==> src/rtl/piece_spawn_if.sv <==
// Handshake bundle between the piece-spawn controller and its neighbours: game FSM
// commands in, queue head in, queue advance and falling/hold piece state out.
interface piece_spawn_if;
  logic       start;
  logic       clear;
  logic       lock_req;
  logic       hold_req;
  logic [3:0] queue_head;
  logic       pieces_remove;
  logic [3:0] falling_type;
  logic       falling_valid;
  logic       spawn_pulse;
  logic [3:0] held_type;
  logic       hold_used;

  // Queue handshake: queue_head != BLANK is "valid"; pieces_remove is the one-cycle
  // "ready" that consumes it, and it is raised only in the cycle the head is taken.
  modport master (
    output start, clear, lock_req, hold_req, queue_head,
    input  pieces_remove, falling_type, falling_valid, spawn_pulse, held_type, hold_used
  );

  modport slave (
    input  start, clear, lock_req, hold_req, queue_head,
    output pieces_remove, falling_type, falling_valid, spawn_pulse, held_type, hold_used
  );
endinterface

==> src/rtl/piece_spawn_ctrl.sv <==
// Decides when the falling tetromino is taken from the next-pieces queue, applies the
// entry delay after lock, and owns the hold slot with its once-per-piece rule.
module piece_spawn_ctrl #(
  parameter int ENTRY_DELAY = 4,
  parameter int HOLD_ENABLE = 1
) (
  input  logic          clk,
  input  logic          rst_l,
  piece_spawn_if.slave  bus,
  output logic [1:0]    state_o
);

  localparam logic [3:0] BLANK = 4'd0;

  localparam logic [1:0] S_IDLE   = 2'd0;
  localparam logic [1:0] S_DELAY  = 2'd1;
  localparam logic [1:0] S_FETCH  = 2'd2;
  localparam logic [1:0] S_ACTIVE = 2'd3;

  localparam int CNT_W = (ENTRY_DELAY > 0) ? $clog2(ENTRY_DELAY + 1) : 1;
  localparam logic [CNT_W-1:0] CNT_INIT = (ENTRY_DELAY > 0) ? CNT_W'(ENTRY_DELAY - 1) : '0;
  localparam logic [1:0] S_AFTER_LOCK = (ENTRY_DELAY > 0) ? S_DELAY : S_FETCH;
  localparam logic HOLD_ON = (HOLD_ENABLE != 0);

  logic [1:0]       state_q, state_d;
  logic [CNT_W-1:0] cnt_q, cnt_d;
  logic             from_hold_q, from_hold_d;
  logic [3:0]       falling_type_q, falling_type_d;
  logic             falling_valid_q, falling_valid_d;
  logic             spawn_q, spawn_d;
  logic [3:0]       held_type_q, held_type_d;
  logic             hold_used_q, hold_used_d;
  logic             head_valid;
  logic             hold_ok;

  assign head_valid = (bus.queue_head != BLANK);
  assign hold_ok    = HOLD_ON && bus.hold_req && !hold_used_q;

  // Remove is tied to the exact cycle the head is latched, so the queue can only
  // advance once per visit to FETCH; clear suppresses it.
  assign bus.pieces_remove = (state_q == S_FETCH) && head_valid && !bus.clear;

  always_comb begin
    state_d         = state_q;
    cnt_d           = cnt_q;
    from_hold_d     = from_hold_q;
    falling_type_d  = falling_type_q;
    falling_valid_d = falling_valid_q;
    spawn_d         = 1'b0;
    held_type_d     = held_type_q;
    hold_used_d     = hold_used_q;

    if (bus.clear) begin
      state_d         = S_IDLE;
      cnt_d           = '0;
      from_hold_d     = 1'b0;
      falling_type_d  = BLANK;
      falling_valid_d = 1'b0;
      held_type_d     = BLANK;
      hold_used_d     = 1'b0;
    end else begin
      case (state_q)
        S_IDLE: begin
          if (bus.start) begin
            state_d = S_AFTER_LOCK;
            cnt_d   = CNT_INIT;
          end
        end
        S_DELAY: begin
          if (cnt_q == '0) state_d = S_FETCH;
          else             cnt_d   = cnt_q - CNT_W'(1);
        end
        S_FETCH: begin
          if (head_valid) begin
            falling_type_d  = bus.queue_head;
            falling_valid_d = 1'b1;
            spawn_d         = 1'b1;
            hold_used_d     = from_hold_q;
            from_hold_d     = 1'b0;
            state_d         = S_ACTIVE;
          end
        end
        S_ACTIVE: begin
          if (bus.lock_req) begin
            falling_valid_d = 1'b0;
            falling_type_d  = BLANK;
            state_d         = S_AFTER_LOCK;
            cnt_d           = CNT_INIT;
          end else if (hold_ok) begin
            if (held_type_q == BLANK) begin
              // Empty hold: stash the piece and fetch a fresh one with no entry delay.
              held_type_d     = falling_type_q;
              falling_valid_d = 1'b0;
              falling_type_d  = BLANK;
              from_hold_d     = 1'b1;
              state_d         = S_FETCH;
            end else begin
              held_type_d    = falling_type_q;
              falling_type_d = held_type_q;
              hold_used_d    = 1'b1;
              spawn_d        = 1'b1;
            end
          end
        end
        default: state_d = S_IDLE;
      endcase
    end
  end

  always_ff @(posedge clk or negedge rst_l) begin
    if (!rst_l) begin
      state_q         <= S_IDLE;
      cnt_q           <= '0;
      from_hold_q     <= 1'b0;
      falling_type_q  <= BLANK;
      falling_valid_q <= 1'b0;
      spawn_q         <= 1'b0;
      held_type_q     <= BLANK;
      hold_used_q     <= 1'b0;
    end else begin
      state_q         <= state_d;
      cnt_q           <= cnt_d;
      from_hold_q     <= from_hold_d;
      falling_type_q  <= falling_type_d;
      falling_valid_q <= falling_valid_d;
      spawn_q         <= spawn_d;
      held_type_q     <= held_type_d;
      hold_used_q     <= hold_used_d;
    end
  end

  assign bus.falling_type  = falling_type_q;
  assign bus.falling_valid = falling_valid_q;
  assign bus.spawn_pulse   = spawn_q;
  assign bus.held_type     = held_type_q;
  assign bus.hold_used     = hold_used_q;
  assign state_o           = state_q;

endmodule

==> src/flat_wrapper.sv <==
// flat-port wrapper written by rule: the top's interface ports become plain ports
module piece_spawn_ctrl_flat 
#(
  parameter int ENTRY_DELAY = 4,
  parameter int HOLD_ENABLE = 1
)
  (clk, rst_l, state_o, bus_start, bus_clear, bus_lock_req, bus_hold_req, bus_queue_head, bus_pieces_remove, bus_falling_type, bus_falling_valid, bus_spawn_pulse, bus_held_type, bus_hold_used);
  piece_spawn_if bus_i ();
  input  logic clk;
  input  logic rst_l;
  output logic [1:0] state_o;
  input wire logic [$bits(bus_i.start)-1:0] bus_start;
  input wire logic [$bits(bus_i.clear)-1:0] bus_clear;
  input wire logic [$bits(bus_i.lock_req)-1:0] bus_lock_req;
  input wire logic [$bits(bus_i.hold_req)-1:0] bus_hold_req;
  input wire logic [$bits(bus_i.queue_head)-1:0] bus_queue_head;
  output wire logic [$bits(bus_i.pieces_remove)-1:0] bus_pieces_remove;
  output wire logic [$bits(bus_i.falling_type)-1:0] bus_falling_type;
  output wire logic [$bits(bus_i.falling_valid)-1:0] bus_falling_valid;
  output wire logic [$bits(bus_i.spawn_pulse)-1:0] bus_spawn_pulse;
  output wire logic [$bits(bus_i.held_type)-1:0] bus_held_type;
  output wire logic [$bits(bus_i.hold_used)-1:0] bus_hold_used;
  assign bus_i.start = bus_start;
  assign bus_i.clear = bus_clear;
  assign bus_i.lock_req = bus_lock_req;
  assign bus_i.hold_req = bus_hold_req;
  assign bus_i.queue_head = bus_queue_head;
  assign bus_pieces_remove = bus_i.pieces_remove;
  assign bus_falling_type = bus_i.falling_type;
  assign bus_falling_valid = bus_i.falling_valid;
  assign bus_spawn_pulse = bus_i.spawn_pulse;
  assign bus_held_type = bus_i.held_type;
  assign bus_hold_used = bus_i.hold_used;
  piece_spawn_ctrl #(.ENTRY_DELAY(ENTRY_DELAY), .HOLD_ENABLE(HOLD_ENABLE)) u_core (.clk(clk), .rst_l(rst_l), .bus(bus_i), .state_o(state_o));
endmodule
==> config.mk <==
export PLATFORM = sky130hd
export DESIGN_NAME = piece_spawn_ctrl_flat
export DESIGN_NICKNAME = d
export VERILOG_FILES = /design/src/rtl/piece_spawn_if.sv /design/src/rtl/piece_spawn_ctrl.sv /design/src/flat_wrapper.sv
export SDC_FILE = /design/constraint.sdc
export NUM_CORES = 1
export LEC_CHECK = 0
export CAP_MARGIN = 10
export CORE_MARGIN = 2
export CORE_UTILIZATION = 30
export CTS_BUF_LIST = sky130_fd_sc_hd__clkbuf_4 sky130_fd_sc_hd__clkbuf_8
export DETAILED_ROUTE_END_ITERATION = 10
export SETUP_SLACK_MARGIN = 0.05
export SYNTH_ARGS = -nofsm -noshare
export SYNTH_HDL_FRONTEND = slang
export SYNTH_SLANG_ARGS = --single-unit
==> constraint.sdc <==
create_clock -name clk -period 2.1 [get_ports clk]
set_input_delay 0.63 -clock clk [delete_from_list [all_inputs] [get_ports clk]]
set_output_delay 0.63 -clock clk [all_outputs]
set_load 0.005 [all_outputs]
---- Yosys cells after proc, flatten, opt, wreduce, memory -nomap -nowiden ----
Cells that the tools add are included.
W data, S select, Z words.
operators by class
  add/subtract/negate cells ............... 1
  eq/ne operators ......................... 15
  mux-type cells .......................... 47
  reductions and logical operators ........ 20
operator list
  operator               count
  $mux W4                9
  $mux W1                20
  $ne A3 B3 Y1 const B   5
  $reduce_and A5 Y1      3
  $mux W2                7
  $mux W3                4
  $ne A3 B2 Y1 const B   4
  $pmux W3 S3            1
  $ne A4 B3 Y1 const B   2
  $pmux W1 S2            4
  $pmux W2 S4            1
  $pmux W4 S2            1
  $reduce_and A4 Y1      2
  $reduce_bool A4 Y1     2
  $reduce_and A3 Y1      2
  $eq A2 B2 Y1 const B   2
  $logic_not A4 Y1       1
  $reduce_bool A2 Y1     2
  $logic_and A1 B1 Y1    3
  $logic_not A3 Y1       1
  $reduce_bool A3 Y1     1
  $sub A3 B1 Y3 const B  1
  $eq A2 B1 Y1 const B   1
  $logic_not A1 Y1       2
  2 further kinds        2
word-level totals
  register bits after elaboration ......... 17
  input bits .............................. 10
  output and inout bits ................... 14
  word-level logic and storage cells ...... 91

---- Depth between registers and ports, before layout ----
  depth after elaboration ................. 6
  depth in mapped cells ................... 7
  mapped depth without buffers ............ 6

---- Least setup slack after synthesis ----
Ideal clock, no wire load.
  kind .................................... register to register
  start point ............................. register u_core.state_q[0], in the netlist u_core.state_o[0]
  end point ............................... register u_core.cnt_q[2]
  setup time .............................. 82 ps
  arrival time ............................ 2049 ps
  data required time ...................... 2018 ps
  setup slack ............................. -31 ps
  cell stages (with the launch flop) ...... 8
  buffers on the path ..................... 1
  period minus slack after synthesis ...... 2131 ps
  cell sequence ........................... dfrtp_1 > inv_1 > ha_1 > nor2b_1 > or4_1 > buf_2 > or3_1 > a31oi_1
on the way
  word-level cells in the longest chain between the ends .. 3
  elaborated cells between the ends (all ways) .. 10
  classes of those cells .................. 5 x eq/ne; 2 x mux; 3 x reduce/logical
RTL lines
  what                                                    line                     source
  start: declaration                                      piece_spawn_ctrl.sv:25   logic [1:0] state_q, state_d;
  start signal: assignment                                piece_spawn_ctrl.sv:121  state_q <= state_d;
  $eq A2 B1 Y1, or another cell as far along              piece_spawn_ctrl.sv:62   case (state_q)
  $ne A3 B3 Y1 (no line), or another cell as far along    n/a
  $reduce_and A4 Y1 (no line) or $mux W3 (tied branches)  n/a
  end signal: assignment                                  piece_spawn_ctrl.sv:122  cnt_q <= cnt_d;
  end: declaration                                        piece_spawn_ctrl.sv:26   logic [CNT_W-1:0] cnt_q, cnt_d;
Several ways; a longest one is shown, not always the timed one.
A chain may end at the register's enable or synchronous reset.

---- Worst setup path after layout ----
  start point ............................. register u_core.state_q[1], in the netlist u_core.state_o[1]
  end point ............................... register u_core.cnt_q[2]
The elaborated chain is that of the path after synthesis.

==> flow_metrics.tcl <==
set metrics [dict create \
    cts.clk_slew.worst_paths_ns 0.11 \
    via_count 1075 \
    critPathLaunchType "flip-flop" \
    drc 0 \
    finalSetupViolations 0 \
    drtPass1Iterations 4 \
    synth-seq-cells 17 \
    via_per_inst 5.119 \
    postSynthAreaPerCell_sq_um 9.194 \
    arrival_ns 2.27 \
    grt_max_degree 18 \
    ff_latch_area_sq_um 425.4 \
    syn-instance-count 115 \
    synth_warnings 0 \
    switchingPower_w 0.0005203 \
    grt_pass1_wl_um 5161 \
    globalRouteOverflowTotal 0 \
    grt_antenna_before_repair 0 \
    leakagePower_nw 0.7255 \
    status "finished, final reports clean" \
    final_core_util_pct 47.58 \
    finalPower_w 0.001395 \
    cts_buffers 3 \
    crit_path_max_fanout 4 \
    hold_viol 0 \
    min_path_type "reg -> reg" \
    num_io_pins 24 \
    comb_power_share_pct 55.0 \
    syn-num-nets 132 \
    met3WireLength_um 78 \
    crit_required_ns 2.33 \
    async_flop_share_pct 100.0 \
    fin_skew_ns 0.006877 \
    start_util_pct 31.44 \
    rsz0062_at_grt "yes" \
    drv_slew 0 \
    relSlewSlack_pct 66.99 \
    multi_input_area_sq_um 628.1 \
    yosysSeqAreaShare_pct 40.24 \
    p_per_area_nw_per_um2 871.9 \
    die_area_sq_um 4015 \
    port-buffer-count 23 \
    tightestPinTransition_ns 0.4952 \
    clock_latency_ns 0.30 \
    endpoint_kind "flip-flop" \
    die_height_um 63.37 \
    coreArea_sq_um 3363 \
    met1_length_um 1275 \
    drive_gt1_share_pct 26.22 \
    cts_htree_levels 1 \
    routedWlPerCell_um 14.09 \
    crit_type "reg -> reg" \
    clockBufferDepth 2 \
    postRouteAntennaNets 0 \
    nNetsFinal 182 \
    wl_um 2958 \
    fp.dieW_um 63.37 \
    layout_min_cycle_time_ns 2.039 \
    diodes 0 \
    swShare_pct 37.29 \
    cts_root_buf "clkbuf_4" \
    netlist_area_sq_um 1057 \
    drt_iter0_drc 70 \
    internal-power_w 0.0008750 \
    hpwlAfterDp_um 2217 \
    dr_wl_met2_um 1575 \
    clock-sinks 17 \
    track_usage_pct 15.86 \
    route.top_layer_used "met4" \
    yosysUniqueCellTypes 34 \
    cts_hold_buf 0 \
    pwr-share-clk_pct 13.6 \
    synth_ff_type "dfrtp_1" \
    tritoncts "yes" \
    nFillCells 350 \
    max-vdd-ir-drop_uv 277.7 \
    place.gp.congestion 0.7977 \
    num_rows 21 \
    sequentialPowerShare_pct 31.5 \
    max-cap-violations 0 \
    areaGrowthSynthToFinish_pct 51.36 \
    period_share_pct 97.10 \
    grt_pass1_vias 1145 \
    fmax_mhz 490.4 \
    synth_edf_count 0 \
]
-- stage by stage --
step | area [sq um] | hold slack, ns | setup WS, ns | TNS (ns) | cells
floorplan | 1060 | 0.3344 | 0.08252 | 0 | 115
finish | 1600 | 0.5561 | 0.06091 | 0 | 210
detailed placement | 1515 | 0.5350 | -0.6000 | -2.826 | 204
CTS | 1554 | 0.5629 | 0.04002 | 0 | 209
global placement | 1515 | 0.5203 | -0.5231 | -2.543 | 204
global route | 1600 | 0.5819 | -0.0004210 | -0.0004210 | 210
-- Yosys cell counts, types with 2 or more instances --
cell type,instances,area share (%)
nand2_1,8,2.8
a22oi_1,4,2.8
a31oi_1,3,1.8
inv_1,7,2.5
nor2_1,10,3.6
a211o_1,5,4.1
a211oi_1,2,1.4
a21oi_1,7,3.3
nor3_1,3,1.4
nor3b_1,5,3.6
nor2b_1,3,1.8
o21ai_0,2,0.95
nand2b_1,2,1.2
clkbuf_1,4,1.4
ha_1,7,8.3
mux2i_1,4,3.8
nor4_1,5,3.0
or4_1,2,1.4
dfrtp_1,17,40
-- final timing paths --
kind | start | endpoint | slack, ns | depth (start not counted)
max | u_core.state_o[1] | u_core.cnt_q[2] | 0.06 | 6
min | u_core.from_hold_q | u_core.from_hold_q | 0.56 | 2
max reg2reg | u_core.state_o[1] | u_core.cnt_q[2] | 0.06 | 6
min reg2reg | u_core.from_hold_q | u_core.from_hold_q | 0.56 | 2
max in group asynchronous | rst_l | u_core.bus.falling_valid | 1.26 | 2
min in group asynchronous | rst_l | u_core.cnt_q[2] | 0.64 | 2
-- logic make-up after synthesis --
| group | share of synthesized area (%) |
|---|---|
| compound gates | 19.65 |
| fa+ha+maj | 8.284 |
| buf+inv | 4.378 |
| flops | 40.24 |
| mux | 3.787 |
| simple gates | 23.67 |
-- layer usage --
metal  track usage (%)  vias to the layer above
met4             2.446                        0
met5                 0                        -
met3             3.393                        4
li1                  -                      521
met2             28.68                       18
met1             19.55                      532
-- registers in the layout, indices dropped and copies added (netlist names) --
| signal | flops |
|---|---|
| u_core.bus.falling_valid | 1 |
| u_core.bus.held_type | 4 |
| u_core.cnt_q | 3 |
| u_core.bus.spawn_pulse | 1 |
| u_core.bus.hold_used | 1 |
| u_core.bus.falling_type | 4 |
| u_core.state_o | 2 |
| u_core.from_hold_q | 1 |
-- final cells by class --
| cell class | instances | area share (%) |
|---|---|---|
| clock buffers | 3 | 1.407 |
| clock inverters | 1 | 0.4691 |
| inverters | 7 | 1.642 |
| multi-input cells | 86 | 39.25 |
| flip-flops and latches | 17 | 26.58 |
| well taps | 46 | 3.597 |
| repair buffers | 50 | 27.05 |
-- repair_timing --
item | 4_1_cts | 5_1_grt
pin swaps | 2 | 5
buffers inserted | 1 | 1
gates resized for setup | 12 | 10
setup endpoints to repair | 4 | 11
-- power by group through the flow --
stage / clock (W) / sequential (W) / combinational (W)
global route: 0.000215 / 0.000450 / 0.000853
floorplan: 0 / 0.000448 / 0.000361
detailed placement: 0 / 0.000445 / 0.000681
finish: 0.000189 / 0.000439 / 0.000767
CTS: 0.000197 / 0.000438 / 0.000694
global placement: 0 / 0.000439 / 0.000657
-- critical path, stage by stage, from the launching register on --
cell and delay, ns:
dfrtp_1 0.44, inv_2 0.14, ha_4 0.21, nor2b_1 0.12, or4_4 0.52, or3_4 0.38, a31oi_1 0.16
-- cell usage in the layout, fill, tap and decap left out, types with 2 or more instances in the layout --
master           count
dfrtp_1             17
inv_1                5
nand2b_1             2
a21oi_1              7
nor2_1              10
nor3b_1              5
ha_4                 2
a211oi_1             2
clkdlybuf4s50_1     17
buf_6                2
a22oi_1              4
a211o_1              5
mux2i_1              4
inv_2                2
ha_1                 5
nor4_1               5
buf_4               25
clkbuf_4             3
clkdlybuf4s15_1      3
o21ai_0              2
nand2_1              8
nor3_1               3
a31oi_1              3
nor2b_1              3
No activity file was read; power rests on OpenSTA's default activity.
